## config.mk

```make
export PLATFORM = sky130hd
export DESIGN_NAME = ifm_pingpong_arbiter
export DESIGN_NICKNAME = d
export VERILOG_FILES = /design/src/rtl/ifm_pingpong_arbiter.sv
export SDC_FILE = /design/constraint.sdc
export NUM_CORES = 1
export LEC_CHECK = 0
export ABC_AREA = 1
export CORE_UTILIZATION = 38
export CTS_BUF_LIST = sky130_fd_sc_hd__clkbuf_8
export CTS_CLUSTER_DIAMETER = 60
export DETAILED_ROUTE_END_ITERATION = 8
export GPL_TIMING_DRIVEN = 1
export PLACE_DENSITY_LB_ADDON = 0.25
export SETUP_SLACK_MARGIN = 0.2
export SYNTH_ARGS = -nofsm -noshare
export SYNTH_HDL_FRONTEND = slang
export SYNTH_SLANG_ARGS = --single-unit
```

## constraint.sdc

```tcl
create_clock -name clk -period 2.4 [get_ports clk]
set_input_delay 0.36 -clock clk [delete_from_list [all_inputs] [get_ports clk]]
set_output_delay 0.36 -clock clk [all_outputs]
set_load 0.02 [all_outputs]
```

## src/rtl/ifm_pingpong_arbiter.sv

```systemverilog
// Ping-pong IFM bank arbiter: producer CU fills one bank while the consumer CU
// drains the other, with start/end level handshakes steering bank ownership.
module ifm_pingpong_arbiter #(
  parameter int IFM_SIZE     = 14,
  parameter int ADDRESS_SIZE = $clog2(IFM_SIZE*IFM_SIZE)
) (
  input  logic                    clk,
  input  logic                    reset,
  input  logic                    start_from_previous,
  output logic                    end_to_previous,
  output logic                    start_to_next,
  input  logic                    end_from_next,
  input  logic                    wr_en_in,
  input  logic [ADDRESS_SIZE-1:0] wr_addr_in,
  input  logic                    rd_en_in,
  input  logic [ADDRESS_SIZE-1:0] rd_addr_in,
  output logic [1:0]              bank_en,
  output logic [1:0]              bank_we,
  output logic [ADDRESS_SIZE-1:0] bank0_addr,
  output logic [ADDRESS_SIZE-1:0] bank1_addr,
  output logic                    rd_bank_sel,
  output logic [1:0]              fill_count,
  output logic                    overflow_err
);

  typedef enum logic [1:0] {
    FREE     = 2'd0,
    FILLING  = 2'd1,
    FULL     = 2'd2,
    DRAINING = 2'd3
  } bank_state_e;

  bank_state_e bank_q [2];
  bank_state_e bank_d [2];
  logic        wr_ptr_q, wr_ptr_d;
  logic        rd_ptr_q, rd_ptr_d;
  logic        busy_q, busy_d;
  logic        seen_low_q, seen_low_d;
  logic        start_q, start_d;
  logic        ovf_q, ovf_d;
  logic        launch;
  logic        wr_ready;

  logic [ADDRESS_SIZE-1:0] addr [2];

  always_ff @(posedge clk or negedge reset) begin
    if (!reset) begin
      bank_q[0]  <= FILLING;
      bank_q[1]  <= FREE;
      wr_ptr_q   <= 1'b0;
      rd_ptr_q   <= 1'b0;
      busy_q     <= 1'b0;
      seen_low_q <= 1'b0;
      start_q    <= 1'b0;
      ovf_q      <= 1'b0;
    end else begin
      bank_q[0]  <= bank_d[0];
      bank_q[1]  <= bank_d[1];
      wr_ptr_q   <= wr_ptr_d;
      rd_ptr_q   <= rd_ptr_d;
      busy_q     <= busy_d;
      seen_low_q <= seen_low_d;
      start_q    <= start_d;
      ovf_q      <= ovf_d;
    end
  end

  assign wr_ready = (bank_q[wr_ptr_q] == FILLING);
  assign launch   = (bank_q[rd_ptr_q] == FULL) && end_from_next && !busy_q;

  always_comb begin
    bank_d[0]  = bank_q[0];
    bank_d[1]  = bank_q[1];
    wr_ptr_d   = wr_ptr_q;
    rd_ptr_d   = rd_ptr_q;
    busy_d     = busy_q;
    seen_low_d = seen_low_q;
    start_d    = 1'b0;
    ovf_d      = ovf_q;

    if (launch) begin
      bank_d[rd_ptr_q] = DRAINING;
      busy_d           = 1'b1;
      seen_low_d       = 1'b0;
      start_d          = 1'b1;
    end

    if (busy_q) begin
      if (!end_from_next) begin
        seen_low_d = 1'b1;
      end else if (seen_low_q) begin
        bank_d[rd_ptr_q] = FREE;
        rd_ptr_d         = ~rd_ptr_q;
        busy_d           = 1'b0;
      end
    end

    if (start_from_previous) begin
      if (wr_ready) begin
        bank_d[wr_ptr_q] = FULL;
        wr_ptr_d         = ~wr_ptr_q;
      end else begin
        ovf_d = 1'b1;
      end
    end

    // Resolved after release and completion so a bank freed this cycle is
    // claimed for writing on the same edge.
    if (bank_d[wr_ptr_d] == FREE) begin
      bank_d[wr_ptr_d] = FILLING;
    end
  end

  always_comb begin
    for (int unsigned b = 0; b < 2; b++) begin
      bank_en[b] = 1'b0;
      bank_we[b] = 1'b0;
      addr[b]    = '0;
      case (bank_q[b])
        FILLING: begin
          bank_en[b] = wr_en_in;
          bank_we[b] = wr_en_in;
          addr[b]    = wr_addr_in;
        end
        DRAINING: begin
          bank_en[b] = rd_en_in;
          addr[b]    = rd_addr_in;
        end
        default: ;
      endcase
    end
  end

  assign bank0_addr      = addr[0];
  assign bank1_addr      = addr[1];
  assign end_to_previous = wr_ready;
  assign start_to_next   = start_q;
  assign rd_bank_sel     = rd_ptr_q;
  assign overflow_err    = ovf_q;
  assign fill_count      = {1'b0, bank_q[0][1]} + {1'b0, bank_q[1][1]};

endmodule

```

# ---- Word-level counts from Yosys, hierarchy flattened
# Cells that the tools add are included.
dict set report classes {
  bitwise 15
  reduce_logical 9
  eq_ne 6
  magnitude_cmp 6
  n_mux 38
  n_addsub 1
}
# cell count
set ops {}
lappend ops {{one-hot mux 8 bit (2 select lines)} 2}
lappend ops {{2-to-1 mux 4 bit} 7}
lappend ops {{2-to-1 mux 2 bit} 12}
lappend ops {{2-to-1 mux 1 bit} 12}
lappend ops {{demux 2 bit (select 1 bit)} 3}
lappend ops {{== test 2 x 1 -> 1 bit, second input constant} 3}
lappend ops {{== test 2 bit, second input constant} 3}
lappend ops {{greater-or-equal comparator 2 bit, second input constant} 3}
lappend ops {{less-than comparator 2 x 1 -> 1 bit, second input constant} 3}
lappend ops {{NOT 1 -> 2 bit} 3}
lappend ops {{logical AND 1 bit} 5}
lappend ops {{bitwise AND 2 bit} 2}
lappend ops {{bitwise AND 4 bit} 1}
lappend ops {{NOT 2 bit} 2}
lappend ops {{NOT 4 bit} 1}
lappend ops {{bitwise OR 2 bit} 2}
lappend ops {{bitwise OR 4 bit} 1}
lappend ops {{one-hot mux 1 bit (2 select lines)} 2}
lappend ops {{NOT 1 bit} 3}
lappend ops {{AND reduction 3 bit} 1}
lappend ops {{adder 1 x 1 -> 2 bit} 1}
lappend ops {{zero test 2 bit} 1}
lappend ops {{AND reduction 2 bit} 1}
lappend ops {{zero test 1 bit} 1}
dict set report word_totals {
  output_inout_bits 26
  elab_cells 83
  register_bits 10
}

# ---- Longest topological paths before layout
dict set report logic_depth {
  ltp_word 20
  ltp_mapped 7
  ltp_nobuf 7
}

# ---- Worst setup path after synthesis
# OpenSTA, ideal clock, no wires.
dict set report synth_timing {
  path_type {register to output}
  startpoint {register bank_q[2] (netlist name)}
  endpoint {output port end_to_previous}
  path_slack_ps 894
  stages_incl_launch_ff 3
  t_required_ps 2040
  path_buffers 0
  arrival_ps 1146
  cell_sequence {dfstp_2 -> nand2_1 -> o21ai_0}
}
dict set report synth_between {
  elab_chain_cells 4
}
# element line
set synth_lines {}
lappend synth_lines {{start: declaration} 33} ;# bank_state_e bank_q [2];
lappend synth_lines {{2-to-1 mux 2 bit (not written as such) (3 in series)} 68} ;# assign wr_ready = (bank_q[wr_ptr_q] == FILLING);
lappend synth_lines {{== test 2 x 1 -> 1 bit} 68}
lappend synth_lines {{end: declaration} 10} ;# output logic end_to_previous,
# Every way passes these cells. The select of a mux whose other input is x is not followed.

# ---- Worst setup path after layout
dict set report layout_timing {
  startpoint {register bank_q[1] (netlist name)}
  endpoint {output port bank1_addr[6]}
}
dict set report layout_between {
  elab_chain_cells 2
  word_cells_on_any_way 3
  cone_classes {eq/ne (2); mux (1)}
}
# element line
set layout_lines {}
lappend layout_lines {{== test 2 bit / == test 2 x 1 -> 1 bit (equally long branches)} 119} ;# case (bank_q[b])
lappend layout_lines {{one-hot mux 8 bit (2 select lines) (*)} 119}
lappend layout_lines {{end: declaration} 20} ;# output logic [ADDRESS_SIZE-1:0] bank1_addr,
# Every way passes the cells marked *; elsewhere a longest branch is shown, timed or not.

==> impl_metrics.ini <==
[detailed_routing]
drt_iter0_drc = 29
drt.antenna.violating_nets = 0
wl_per_cell_um = 12.54
vias = 884
detail_route.drc_violations = 0
finalWirelength_um = 2182
avgViaCountPerCell = 5.080
drt-pass1-iter-count = 4

[critical_path]
crit_chain = inv_1 -> nand2_2 -> o22ai_1 -> clkdlybuf4s50_1
worstPathRequired_ps = 2040
worst_setup_ep_type = primary output
crit_arrival_ps = 1770
crit_path_max_fanout = 11
critical_path.startpoint_type = flip-flop
timing.critical_path.slowest_stage_cell = clkdlybuf4s50_1
crit_type = reg2out
cpPeakStageDelay_ps = 630

[sta]
max-slew-margin-rel_pct = 70.52
hold-worst-slack_ps = 434.9
setup_viol_count_final = 0
rsz0062_at_grt = false
period_share_pct = 88.67
final.setup.tns_ps = 0
fin_skew_ps = 3.968
timing.final.max_slew_violations = 0
max_clock_freq_mhz = 469.9
finalHoldViolations = 0
timing_worst_slew_pin_value_ps = 440.7
final.min_clock_period_ps = 2128

[final_layout]
nFillCells = 118
final_core_utilization_pct = 77.39
finish.net_count = 174
stdcell_area_mm2 = 0.001234
most-common-layout-cells = clkdlybuf4s50_1 (35), inv_1 (26), o22ai_1 (18)
layout_commonest_cell = clkdlybuf4s50_1
proportion_of_layout_cells_with_a_drive_suffix_above_1_pct = 8.667
antenna_cells = 0
flow.area_growth_from_synthesis_pct = 79.93

[clock_tree]
clock_path_buffers = 2
cts_hold_repair.buffers = 0
clock_sinks = 10
cts.reportedPaths.clkPinSlew_ps = 50
clkLatencyLatePin_ps = 240
clk_root_buffer_cell = clkbuf_8
tritoncts.num_buffers = 3
tritoncts_clock_tree = done
htree_levels = 1

[yosys]
syn_nets = 123
synth.cell_area_um2 = 685.7
synthesis.area_per_instance_um2 = 6.857
total_of_flip_flops_plus_latches_after_synthesis = 10
syn_inst = 100
yosysUniqueCellTypes = 20
synth.yosys.warnings = 0
ys_seq_area_share_pct = 36.68

[power_and_ir_drop]
power_per_cell_area_mw_per_mm2 = 1308
total_leakage_power_nw = 0.6793
finalPower_w = 0.001614
power.ir.vdd_worst_uv = 911.6

[global_routing]
global_route.overflow_total = 0
grt_first_pass_wirelength_um = 3477
grt_max_degree = 12
number_of_global_route_vias_before_repair = 800
grt_use_total_pct = 23.81
grt_antenna_before_repair = 0

[run]
maxCapViolations = 0

[floorplanning]
die_x_um = 44.48
site_rows = 14
pin_count = 48
die-area_mm2 = 0.001978
die_h_um = 44.48
floorplan.initialDensity_pct = 43.01
core_mm2 = 0.001594

[placement]
finalWeightedCongestion = 0.8532
place_area_mm2 = 0.001184
buffer_ports.inserted = 47
post-dp-hpwl_um = 1673

[status]
run_status = completed

[min_path]
worst_min_path_class = in2async
==> logic make-up after synthesis <==
| logic type | count (synthesis) | synth area share [%] |
|---|---|---|
| adders and majority gates | 1 | 1.825 |
| buffers and inverters | 28 | 15.69 |
| AOI/OAI and AO/OA | 26 | 24.09 |
| DFF | 10 | 36.68 |
| and+or+nand+nor | 35 | 21.72 |
==> cells in the mapped netlist <==
cell      count  area share, %
nor2_1        6            3.3
dfrtp_1       9             33
o21ai_1       1           0.73
dfstp_2       1            3.8
a21oi_2       1            1.3
o22ai_1      18             16
o31ai_1       1            1.1
buf_2         2            1.5
o21ai_0       2            1.5
a31o_2        1            1.3
inv_2         1           0.55
a21oi_1       1           0.73
nand3_1       6            4.4
ha_1          1            1.8
and2_1        1           0.91
nor2_2        1           0.91
nand2_1      19             10
o21bai_1      1            1.1
nand2_2       2            1.8
inv_1        25             14
==> power breakdown <==
part	total [W]	internal [W]	switching, W
sequential	0.000319	0.000239	0.0000806
combinational	0.00112	0.000477	0.000640
clock	0.000177	0.000112	0.0000650
==> sequential cells by signal, indices dropped and copies added (netlist names) <==
name and flops:
bank_q 4, busy_q 1, overflow_err 1, rd_bank_sel 1, seen_low_q 1, start_to_next 1, wr_ptr_q 1
==> final timing paths <==
kind                                     startpoint  slack, ps  cells past startpoint                       end
min in group clk           overflow_err$_DFFE_PN0P_        480                      1  overflow_err$_DFFE_PN0P_
hold reg to reg            overflow_err$_DFFE_PN0P_        480                      1  overflow_err$_DFFE_PN0P_
hold / removal                                reset        430                      1       bank_q[3]$_DFF_PN0_
setup reg to reg                bank_q[1]$_DFF_PN0_       1080                      6       bank_q[0]$_DFF_PN0_
setup / recovery                bank_q[1]$_DFF_PN0_        270                      4             bank1_addr[6]
max in group asynchronous                     reset       1630                      1       bank_q[2]$_DFF_PN1_
==> through the flow <==
step | instances | worst slack [ps]
final | 174 | 271.8
after global routing | 174 | 204.8
after CTS | 174 | 207.7
after detailed placement | 170 | 352.5
after global placement | 170 | 390.7
after floorplan | 100 | 894.3
==> critical path: cells and delay by family, from the launching register on <==
family                 cells  cell delay, ps
DFF                        1             440
buffers and inverters      2             760
and+or+nand+nor            1             170
AOI/OAI and AO/OA          1             160
==> layout make-up <==
cell class / count / area [µm²] / share of cell area, %
inverters: 26 / 97.59 / 7.911
multi-input cells: 62 / 331.6 / 26.88
well taps: 24 / 30.03 / 2.434
flip-flops and latches: 10 / 251.5 / 20.39
clock buffers: 3 / 41.29 / 3.347
repair buffers: 48 / 478.0 / 38.74
clock inverters: 1 / 3.754 / 0.3043
==> metal layers <==
metal  GRT usage [%]  vias to the layer above  share of wire [%]
li1                -                      430                  -
met1           28.90                      418                 44
met2           42.06                       34                 49
met3           4.898                        2                6.5
met4           7.273                        0               0.55
met5               0                        -                  0
==> repair_timing <==
action                     4_1_cts  5_1_grt
pin swaps                        0        0
setup buffers                    0        0
setup endpoints to repair       13        9
gates resized for setup         10        5
(Power assumes the default switching activity.)
